## src/rtl/cla_pkg.sv

```systemverilog
// rtl/cla_pkg.sv - shared constants and types for the two-level carry-lookahead adder
// Contents: GROUP (bits per lookahead group), CLA_WIDTH/NGROUPS (default datapath size),
//           gp_t (group generate/propagate pair).
package cla_pkg;

    localparam int GROUP     = 4;
    localparam int CLA_WIDTH = 32;
    localparam int NGROUPS   = CLA_WIDTH / GROUP;

    typedef struct packed {
        logic g;
        logic p;
    } gp_t;

endpackage

```

## src/rtl/cla_4b.sv

```systemverilog
// rtl/cla_4b.sv - 4-bit carry-lookahead group
// Ports: a, b   - 4-bit operand slices
//        cin    - carry into bit 0 of the group (from the second-level unit)
//        sum    - 4-bit sum slice
//        gp     - group generate/propagate, independent of cin
module cla_4b
    import cla_pkg::*;
(
    input  logic [3:0] a,
    input  logic [3:0] b,
    input  logic       cin,
    output logic [3:0] sum,
    output gp_t        gp
);

    logic [3:0] g;
    logic [3:0] p;
    logic [3:0] c;

    assign g = a & b;
    assign p = a ^ b;

    // Every internal carry is a flat sum of products of g/p and cin; no bit waits on its neighbour.
    assign c[0] = cin;
    assign c[1] = g[0] | (p[0] & cin);
    assign c[2] = g[1] | (p[1] & g[0]) | (p[1] & p[0] & cin);
    assign c[3] = g[2] | (p[2] & g[1]) | (p[2] & p[1] & g[0]) | (p[2] & p[1] & p[0] & cin);

    // Group terms deliberately exclude cin so the second level can use them before any carry exists.
    assign gp.g = g[3] | (p[3] & g[2]) | (p[3] & p[2] & g[1]) | (p[3] & p[2] & p[1] & g[0]);
    assign gp.p = &p;

    assign sum = p ^ c;

endmodule

```

## src/rtl/cla_32bits.sv

```systemverilog
// rtl/cla_32bits.sv - 32-bit two-level carry-lookahead adder with registered copy
// Ports: clk        - clock for the registered outputs only
//        rst        - asynchronous active-high reset of the registered outputs
//        a, b, ci   - unsigned operands and carry in
//        s, co      - combinational {co, s} = a + b + ci
//        s_q, co_q  - s and co registered one cycle later
//        ovf, ovf_q - signed overflow and its registered copy (only with CLA_32BITS_OVF_EN)
module cla_32bits
    import cla_pkg::*;
#(
    parameter int WIDTH = 32
)(
    input  logic             clk,
    input  logic             rst,
    input  logic [WIDTH-1:0] a,
    input  logic [WIDTH-1:0] b,
    input  logic             ci,
    output logic [WIDTH-1:0] s,
    output logic             co,
    output logic [WIDTH-1:0] s_q,
    output logic             co_q
`ifdef CLA_32BITS_OVF_EN
    ,
    output logic             ovf,
    output logic             ovf_q
`endif
);

    // WIDTH must be a multiple of GROUP; the remainder bits would otherwise be left undriven.
    localparam int NG = WIDTH / GROUP;

    gp_t          grp [NG];
    logic [NG-1:0] grp_g;
    logic [NG-1:0] grp_p;
    logic [NG:0]   gc;

    // Second-level lookahead: c[4(k+1)] is built as an OR of independent product terms
    // (ci and each group generate, each ANDed with the propagates above it) so the
    // depth stays two levels of logic rather than a chain through the groups.
    function automatic logic [NG:0] lookahead(
        input logic [NG-1:0] gg,
        input logic [NG-1:0] pp,
        input logic          cin
    );
        logic [NG:0] c;
        logic        term;
        c    = '0;
        c[0] = cin;
        for (int k = 0; k < NG; k++) begin
            term = cin;
            for (int m = 0; m <= k; m++) begin
                term = term & pp[m];
            end
            c[k+1] = term;
            for (int j = 0; j <= k; j++) begin
                term = gg[j];
                for (int m = j + 1; m <= k; m++) begin
                    term = term & pp[m];
                end
                c[k+1] = c[k+1] | term;
            end
        end
        return c;
    endfunction

    genvar k;
    generate
        for (k = 0; k < NG; k++) begin : g_grp
            cla_4b u_grp (
                .a   (a[GROUP*k +: GROUP]),
                .b   (b[GROUP*k +: GROUP]),
                .cin (gc[k]),
                .sum (s[GROUP*k +: GROUP]),
                .gp  (grp[k])
            );
            assign grp_g[k] = grp[k].g;
            assign grp_p[k] = grp[k].p;
        end
    endgenerate

    assign gc = lookahead(grp_g, grp_p, ci);
    assign co = gc[NG];

`ifdef CLA_32BITS_OVF_EN
    // The msb sum is p ^ c, so the carry into the msb is recovered as s ^ a ^ b there
    // without exporting an extra carry from the top group.
    assign ovf = gc[NG] ^ s[WIDTH-1] ^ a[WIDTH-1] ^ b[WIDTH-1];

    always_ff @(posedge clk or posedge rst) begin
        if (rst) begin
            ovf_q <= 1'b0;
        end else begin
            ovf_q <= ovf;
        end
    end
`endif

    always_ff @(posedge clk or posedge rst) begin
        if (rst) begin
            s_q  <= '0;
            co_q <= 1'b0;
        end else begin
            s_q  <= s;
            co_q <= co;
        end
    end

endmodule

```

## config.mk

```make
export PLATFORM = sky130hd
export DESIGN_NAME = cla_32bits
export DESIGN_NICKNAME = d
export VERILOG_FILES = /design/src/rtl/cla_pkg.sv /design/src/rtl/cla_4b.sv /design/src/rtl/cla_32bits.sv
export SDC_FILE = /design/constraint.sdc
export NUM_CORES = 1
export LEC_CHECK = 0
export BUFFER_PORTS_ARGS = -buffer_cell sky130_fd_sc_hd__buf_2
export CORE_ASPECT_RATIO = 2
export CORE_MARGIN = 3
export CORE_UTILIZATION = 40
export DETAILED_ROUTE_END_ITERATION = 6
export PLACE_DENSITY = 0.75
export SYNTH_ARGS = -nofsm -noshare
export SYNTH_HDL_FRONTEND = slang
export SYNTH_SLANG_ARGS = --single-unit
```

## constraint.sdc

```tcl
create_clock -name clk -period 3.35 [get_ports clk]
set_clock_uncertainty 0.05 [all_clocks]
set_input_delay 0.1675 -clock clk [delete_from_list [all_inputs] [get_ports clk]]
set_output_delay 0.1675 -clock clk [all_outputs]
set_load 0.01 [all_outputs]
```

==> results.json <==
{
  "status": "finished, final reports clean",
  "critPathMaxStageDelay_ns": 0.39,
  "num_antenna_cells": 0,
  "slew_viol_final": 0,
  "die_w_um": 57.8,
  "die_h_um": 110,
  "final_common_cell": "buf_2",
  "finish.utilization_pct": 57.5,
  "worst_pin_slew_ns": 0.543,
  "drt-initial-drc-count": 36,
  "finalSetupViolCount": 0,
  "std_cell_rows": 37,
  "overflow": 0,
  "cts_buffer_depth": 2,
  "netlist.area_leader.share_pct": 38.4,
  "grt_max_degree": 21,
  "fill_cells": 496,
  "clk_pin_slew_ns": 0.07,
  "multi_input_area_um2": 1290,
  "cts-root-buf": "clkbuf_8",
  "first_global_vias": 2101,
  "fin_crit_sh_pct": 90.5,
  "initial_core_util_pct": 41.4,
  "yosys.area.top_type": "dfrtp_1",
  "grt.total_usage_pct": 18.7,
  "final_antenna_net_count": 0,
  "critPathCaptureType": "output pin",
  "crit_path_frequent_cell": "buf_2",
  "slowest_stage": "a221o_1",
  "grt_first_pass_wirelength_um": 8910,
  "p_sw_share_pct": 36.1,
  "cts_buffers": 5,
  "syn-cell-area_um2": 2150,
  "hpwl_um": 4920,
  "clockPowerShare_pct": 21.1,
  "cts_tree": "built",
  "power_mw": 1.38,
  "viasPerCell": 5.18,
  "p_sw_mw": 0.497,
  "routed_wl_um": 5640,
  "synth_cell_types": 39,
  "drt_first_pass_iters": 4,
  "core_area_um2": 5180,
  "place_congestion": 0.766,
  "hold_path_class": "primary input to flip-flop",
  "antenna_found_initial": 0,
  "crit_path_max_fanout": 5,
  "timing.fmax_ghz": 0.330,
  "cts.sinks": 33,
  "p_leak_nw": 1.61,
  "synth-seq-cells": 33,
  "period_minus_slack_ns": 3.03,
  "area_growth_pct": 38.8,
  "syn_inst": 187,
  "yosysWarnings": 0,
  "crit_buf_inv": 3,
  "ir_worst_vdd_mv": 0.326,
  "synth.avg_cell_area_um2": 11.5,
  "rsz0062_at_grt": "no",
  "route.detailed.drc": 0,
  "path_delay_family": "compound AO/OA/AOI/OAI gates",
  "power_density_nw_per_um2": 462,
  "die_area_um2": 6340,
  "p_seq_share_pct": 36.3,
  "cp.required_ns": 3.13,
  "setup_tns_ns": 0,
  "cp.arrival_ns": 2.82,
  "register_area_um2": 826,
  "final_cell_mix": "buf_2, dfrtp_1, ha_1, nor2_1, xor2_1",
  "ctsResizeCount": 0,
  "hold_viol_final": 0,
  "intPower_mw": 0.881,
  "vias": 2006,
  "synth_area_leaders": "dfrtp_1, ha_1, fa_1, xor2_1, xnor2_1",
  "synth_nets": 294,
  "max_slew_margin_pct": 63.7,
  "comb_power_share_pct": 42.6,
  "htreeDepth": 2,
  "drv_cap": 0,
  "io_pins": 133,
  "drive_gt1_share_pct": 46.8,
  "wl_per_cell_um": 14.6,
  "cp-start-kind": "primary input",
  "path_cells": "buf_2, ha_1, a21o_1, a31oi_1, o21ai_1, a221o_1, o2111ai_2, a21oi_2, nor3_2, inv_1, fa_1, xor2_1, buf_2",
  "io_buffers": 132,
  "ys_seq_area_share_pct": 38.4,
  "fin_nets": 435,
  "crit_type": "primary input to output pin"
}
-- state kept, by name, summed over array words and instances, names as in the netlist --
| signal | cells |
|---|---|
| s_q | 32 |
| co_q | 1 |
-- final timing paths --
check                      startpoint       to  slack [ns]  cells past startpoint
max                             a[13]    s[29]        0.32                     13
min                             b[16]  s_q[16]        0.13                      2
max in group asynchronous         rst   s_q[7]        2.15                      4
min in group asynchronous         rst  s_q[19]        0.41                      3
-- Yosys cell counts (all sizes together) --
master   number
o21ai         9
ha           32
o2111ai       1
or2           2
o21a          1
a31o          2
a21o         11
a21boi        1
nand3         5
a22o          1
nor3b         1
a31oi         3
a221o         2
nor2         12
nor4          1
xnor2        10
xor2         12
nand4         1
a41oi         1
nand2b        1
dfrtp        33
and3          2
a211oi        3
o21bai        1
nor2b         2
inv           8
nand2         7
a22oi         1
a21oi        12
nor3          1
fa            8
-- layer usage --
metal / routed length (um) / GRT usage (%)
met1: 1650 / 16.0
met2: 3440 / 37.1
met3: 352 / 3.64
met4: 190 / 11.4
met5: 0 / 0
-- what timing repair did --
| action | in CTS | in global routing |
|---|---|---|
| setup buffers | 0 | 0 |
| hold buffers | 1 | 0 |
| endpoints found under the hold margin | 13 | 0 |
| endpoints found under the setup margin | 0 | 0 |
-- cell type report --
cell class              count  area share [%]
clock buffers               6            2.43
clock inverters             2           0.336
inverters                   8            1.01
multi-input cells         146            43.3
flip-flops and latches     33            27.7
well taps                  58            2.43
repair buffers            134            22.7
-- metrics by stage --
stage                     worst slack [ns]  hold slack, ns  cells  area (um2)
after floorplan                      0.669           0.246    187        2150
after global placement               0.345           0.179    378        2890
after detailed placement             0.270           0.190    378        2890
after CTS                            0.275           0.115    387        2980
after global routing                0.0884           0.135    387        2980
final                                0.317           0.130    387        2980
-- power by group through the flow --
| stage | Combinational, mW | Sequential, mW | Clock [mW] |
|---|---|---|---|
| 2_1_floorplan | 0.281 | 0.558 | 0 |
| 3_3_place_gp | 0.583 | 0.506 | 0 |
| 3_5_place_dp | 0.594 | 0.510 | 0 |
| 4_1_cts | 0.597 | 0.502 | 0.303 |
| 5_1_grt | 0.650 | 0.508 | 0.319 |
| 6_report | 0.587 | 0.500 | 0.291 |
-- kinds of logic (layout without fill, tap and decap cells) --
family	after synthesis	in the layout	share of synthesized area [%]
flip-flops	33	33	38.4
XOR/XNOR	22	22	8.97
AND/OR/NAND/NOR	35	35	8.50
AO/OA/AOI/OAI	49	49	16.6
buffers and inverters	8	150	1.40
adder cells (fa/ha/maj)	40	40	26.1
Note: power is estimated with default switching activity, not from simulation.
